### src/rtl/jtframe_rom_slot.sv
// ROM port responder: serves CPU reads from a 2-entry word cache and fills
// misses with one SDRAM request at a time.
module jtframe_rom_slot #(
  parameter int AW = 18,
  parameter int DW = 8,
  localparam int LW = (DW == 8) ? 2 : (DW == 16) ? 1 : 0
) (
  input  logic             rst_n,
  input  logic             clk,
  input  logic             clr,
  input  logic [AW-1:0]    addr,
  input  logic             addr_ok,
  output logic             data_ok,
  output logic [DW-1:0]    dout,
  output logic [AW-LW-1:0] sdram_addr,
  output logic             sdram_req,
  input  logic             sdram_ack,
  input  logic             sdram_dst,
  input  logic [31:0]      sdram_din
);

  localparam int TW = AW - LW;

  typedef enum logic [1:0] {
    ST_IDLE,
    ST_REQ,
    ST_WAIT
  } state_t;

  state_t          st_q, st_d;
  logic [1:0]      valid_q, valid_d;
  logic [TW-1:0]   tag_q [2];
  logic [31:0]     data_q [2];
  logic            lru_q, lru_d;
  logic            tgt_q, tgt_d;
  logic            drop_q, drop_d;
  logic            req_q, req_d;
  logic [TW-1:0]   saddr_q, saddr_d;
  logic            fill_en;

  logic [TW-1:0]   atag;
  logic            hit0, hit1, hit, hway;
  logic [31:0]     hit_word;
  logic [1:0]      lane;
  logic [4:0]      shamt;

  assign atag = addr[AW-1:LW];
  assign hit0 = valid_q[0] && (tag_q[0] == atag);
  assign hit1 = valid_q[1] && (tag_q[1] == atag);
  assign hit  = addr_ok && (hit0 || hit1);
  assign hway = !hit0;
  assign hit_word = hit0 ? data_q[0] : data_q[1];

  generate
    if (LW > 0) begin : g_lane
      assign lane = 2'(addr[LW-1:0]);
    end else begin : g_nolane
      assign lane = 2'd0;
    end
  endgenerate

  // Little-endian lane pick inside the 32-bit word
  assign shamt   = 5'(lane) * 5'(DW);
  assign data_ok = hit;
  assign dout    = hit ? hit_word[shamt +: DW] : '0;

  assign sdram_req  = req_q;
  assign sdram_addr = saddr_q;

  always_comb begin
    st_d    = st_q;
    valid_d = valid_q;
    lru_d   = lru_q;
    tgt_d   = tgt_q;
    drop_d  = drop_q;
    req_d   = req_q;
    saddr_d = saddr_q;
    fill_en = 1'b0;

    if (hit) lru_d = !hway;

    case (st_q)
      ST_IDLE: begin
        drop_d = 1'b0;
        if (addr_ok && !hit && !clr) begin
          saddr_d = atag;
          req_d   = 1'b1;
          tgt_d   = lru_q;
          st_d    = ST_REQ;
        end
      end
      ST_REQ: begin
        drop_d = drop_q || clr;
        if (sdram_ack) begin
          req_d = 1'b0;
          if (sdram_dst) begin
            fill_en = 1'b1;
            st_d    = ST_IDLE;
          end else begin
            st_d = ST_WAIT;
          end
        end
      end
      ST_WAIT: begin
        drop_d = drop_q || clr;
        if (sdram_dst) begin
          fill_en = 1'b1;
          st_d    = ST_IDLE;
        end
      end
      default: st_d = ST_IDLE;
    endcase

    // A clr seen at any point of the request discards the data it returns
    if (fill_en) begin
      drop_d = 1'b0;
      lru_d  = !tgt_q;
    end
    if (clr) valid_d = 2'b00;
    if (fill_en && !(drop_q || clr)) valid_d[tgt_q] = 1'b1;
  end

  always_ff @(posedge clk or negedge rst_n) begin
    if (!rst_n) begin
      st_q    <= ST_IDLE;
      valid_q <= 2'b00;
      lru_q   <= 1'b0;
      tgt_q   <= 1'b0;
      drop_q  <= 1'b0;
      req_q   <= 1'b0;
      saddr_q <= '0;
    end else begin
      st_q    <= st_d;
      valid_q <= valid_d;
      lru_q   <= lru_d;
      tgt_q   <= tgt_d;
      drop_q  <= drop_d;
      req_q   <= req_d;
      saddr_q <= saddr_d;
    end
  end

  always_ff @(posedge clk) begin
    if (fill_en) begin
      tag_q[tgt_q]  <= saddr_q;
      data_q[tgt_q] <= sdram_din;
    end
  end

endmodule
### config.mk
export PLATFORM = sky130hd
export DESIGN_NAME = jtframe_rom_slot
export DESIGN_NICKNAME = d
export VERILOG_FILES = /design/src/rtl/jtframe_rom_slot.sv
export SDC_FILE = /design/constraint.sdc
export NUM_CORES = 1
export LEC_CHECK = 0
export CORE_MARGIN = 10
export CORE_UTILIZATION = 57
export DETAILED_ROUTE_END_ITERATION = 12
export HOLD_SLACK_MARGIN = 0.08
export PLACE_DENSITY = 0.87
export SLEW_MARGIN = 20
export SYNTH_ARGS = -nofsm -noshare
export SYNTH_HDL_FRONTEND = slang
export SYNTH_SLANG_ARGS = --single-unit
### constraint.sdc
create_clock -name clk -period 8.9 [get_ports clk]
set_clock_uncertainty 0.1 [all_clocks]
set_input_delay 1.78 -clock clk [delete_from_list [all_inputs] [get_ports clk]]
set_output_delay 1.78 -clock clk [all_outputs]
set_load 0.1 [all_outputs]
==> impl_metrics.yaml <==
logic_synthesis:
  yosysSeqAreaShare_pct: 69.83
  synthCells: 284
  synth_nets: 344
  synth.area.top_cells: "edfxtp_1 (58%), dfrtp_1 (12%), mux4_2 (7.2%)"
  syn-cell-area_sq_um: 4989
  ys_seq_elements: 120
  async_flop_share_pct: 20.00
  synthFlopType: "edfxtp_1"
  yosysWarnings: 0
  synth_area_per_cell_sq_um: 17.57
  synth_area_leader_cell: "edfxtp_1"
  synth_edf_count: 96
  synth_cell_type_count: 39
  synth_top_area_share_pct: 57.79
clock_network:
  htreeDepth: 4
  path_clk_slew_ns: 0.06
  cts_buffer_depth: 2
  cts_resized: 0
  clock-sinks: 120
  clk_latency_ns: 0.52
  post_cts.repair.setup_buffers: 0
  cts_tree: "built"
  ctsHoldBuffers: 0
  cts_root_buffer: "clkbuf_8"
  cts_made_buffers: 17
critical_path:
  cp-start-kind: "input port"
  reg2reg_slack_ns: 6.29
  critPathKind: "input port to output port"
  crit_path_start: "addr[13]"
  arrival_ns: 5.38
  path_max_fanout: 9
  end_kind: "output port"
  r2r_start: "tag_q[0][14]"
  reg2reg_depth: 6
  critPathRequiredTime_ns: 7.02
  reg2reg_to: "sdram_addr[12]"
run_status:
  outcome: "complete, no violations"
global_route:
  track_usage_pct: 17.15
  grt_pass1_vias: 3176
  grt_pass1_wl_mm: 16.92
  antenna_found_initial: 0
  grt_max_degree: 50
  grt_overflow: 0
worst_hold_path:
  holdPathEnd: "tag_q[1][13]"
  hold_class: "flop to flop"
  hold_depth: 0
  hold_start: "sdram_addr[13]"
placed_design:
  dpl.hpwl_mm: 7.130
  io_buffers: 81
  gp_congestion: 0.8475
routing:
  wire_per_inst_microns: 21.31
  drtIter0Drc: 159
  vias_per_cell: 5.766
  antenna_left: 0
  routed_wl_mm: 10.67
  dr.pass1.iters: 4
  num_vias: 2889
  drc: 0
layout:
  layout_common_cells: "edfxtp_1 (96), clkdlybuf4s50_1 (80), xor2_1 (28)"
  drive_gt1_share_pct: 19.08
  layout_commonest_cell: "edfxtp_1"
  num-fill-cells: 498
  utilization_pct: 75.53
  synthToLayoutAreaGrowth_pct: 30.75
  seq_area_sq_um: 3483
  nNetsFinal: 440
  multi_input_area_sq_um: 1446
  antenna_cells: 0
power_and_ir_drop:
  p_leak_nw: 2.299
  power_density_nw_per_um2: 317.3
  power.total_mw: 2.070
  ir_drop_uv: 188.0
timing:
  period_needed_ns: 7.260
  tightestPinTransition_ns: 1.060
  slew_headroom_pct: 29.25
  fmax_mhz: 137.7
  drv_slew: 0
  finalHoldViolations: 0
  setup_tns_ns: 0
  finalSetupViolCount: 0
  hold_slack_ns: 0.4091
  fin_crit_sh_pct: 81.57
  rsz0062_at_grt: "false"
floorplan:
  fp.coreArea_sq_um: 8636
  dieArea_sq_um: 12890
  die_w_microns: 113.6
  rows: 34
  initial_utilization_pct: 57.77
  die_h_microns: 113.6
  num_io_pins: 82
job:
  cap_violations: 0
[through the flow]
stage,setup slack [ns],std cells,cell area [sq um]
floorplan,2.806,284,4989
global placement,1.759,469,5921
detailed placement,1.628,469,5921
CTS,1.595,501,6528
global route,1.452,501,6523
finish,1.640,501,6523
[cell type report]
class | instances | area share (%)
Clock inverter | 15 | 2.954
Clock buffer | 17 | 6.350
Sequential cell | 120 | 53.40
Multi-Input combinational cell | 150 | 22.18
Tap cell | 108 | 2.072
Timing Repair Buffer | 83 | 12.58
Inverter | 8 | 0.4604
[critical path, cell delays in order]
cell,delay [ns]
clkdlybuf4s50_1,0.50
xor2_1,0.21
nor4_1,0.34
nand2_1,0.19
nor4_4,0.85
mux2i_1,0.19
nor2_1,0.14
clkdlybuf4s50_1,1.18
[metal layers]
| metal | share of wire (%) | wire length (microns) | up-vias | global-route usage, % |
|---|---|---|---|---|
| li1 | - | - | 1295 | - |
| met2 | 51 | 5421 | 138 | 28.06 |
| met4 | 1.6 | 167 | 0 | 7.530 |
| met3 | 8.9 | 947 | 22 | 6.719 |
| met1 | 39 | 4138 | 1434 | 19.57 |
| met5 | 0 | 0 | - | 0 |
[state kept, by name (all words and copies together), names as in the netlist]
register    count
data_q         64
drop_q          1
lru_q           1
sdram_addr     16
sdram_req       1
st_q            2
tag_q          32
tgt_q           1
valid_q         2
[where the power goes]
part           switching [mW]  internal, mW
registers              0.0654         0.715
logic                   0.420         0.181
clock network           0.256         0.432
[kinds of logic (layout without fill, tap and decap cells)]
kind of cell	count (synthesis)	after routing	share of synthesized area [%]
buffers and inverters	14	123	1.505
DFF	120	120	69.83
adders and majority gates	4	4	1.003
AOI/OAI and AO/OA	16	16	2.182
and+or+nand+nor	57	57	6.446
xor gates and xnor gates	32	32	5.618
muxes	41	41	13.42
[cells in the mapped netlist (2+ instances only)]
cell,n
a21oi_1,4
buf_2,2
clkbuf_1,2
dfrtp_1,24
edfxtp_1,96
ha_1,4
inv_1,8
mux2_2,7
mux2_4,10
mux2i_1,8
mux4_2,16
nand2_1,10
nand2b_1,2
nand3_1,2
nand3b_1,2
nand4b_1,2
nor2_1,18
nor3_1,2
nor4_1,9
nor4b_1,4
o211ai_1,3
o21ai_1,2
xnor2_1,4
xor2_1,28
[worst max path at each step]
| stage | to | slack (ns) | cells after the start |
|---|---|---|---|
| 2_1_floorplan | dout[0] | 2.81 | 6 |
| 4_1_cts | dout[0] | 1.59 | 8 |
| 3_5_place_dp | dout[0] | 1.63 | 8 |
| 5_1_grt | dout[1] | 1.45 | 8 |
| 6_report | dout[3] | 1.64 | 8 |
| 3_3_place_gp | dout[0] | 1.76 | 7 |
Power figures use the tool's default switching activity.
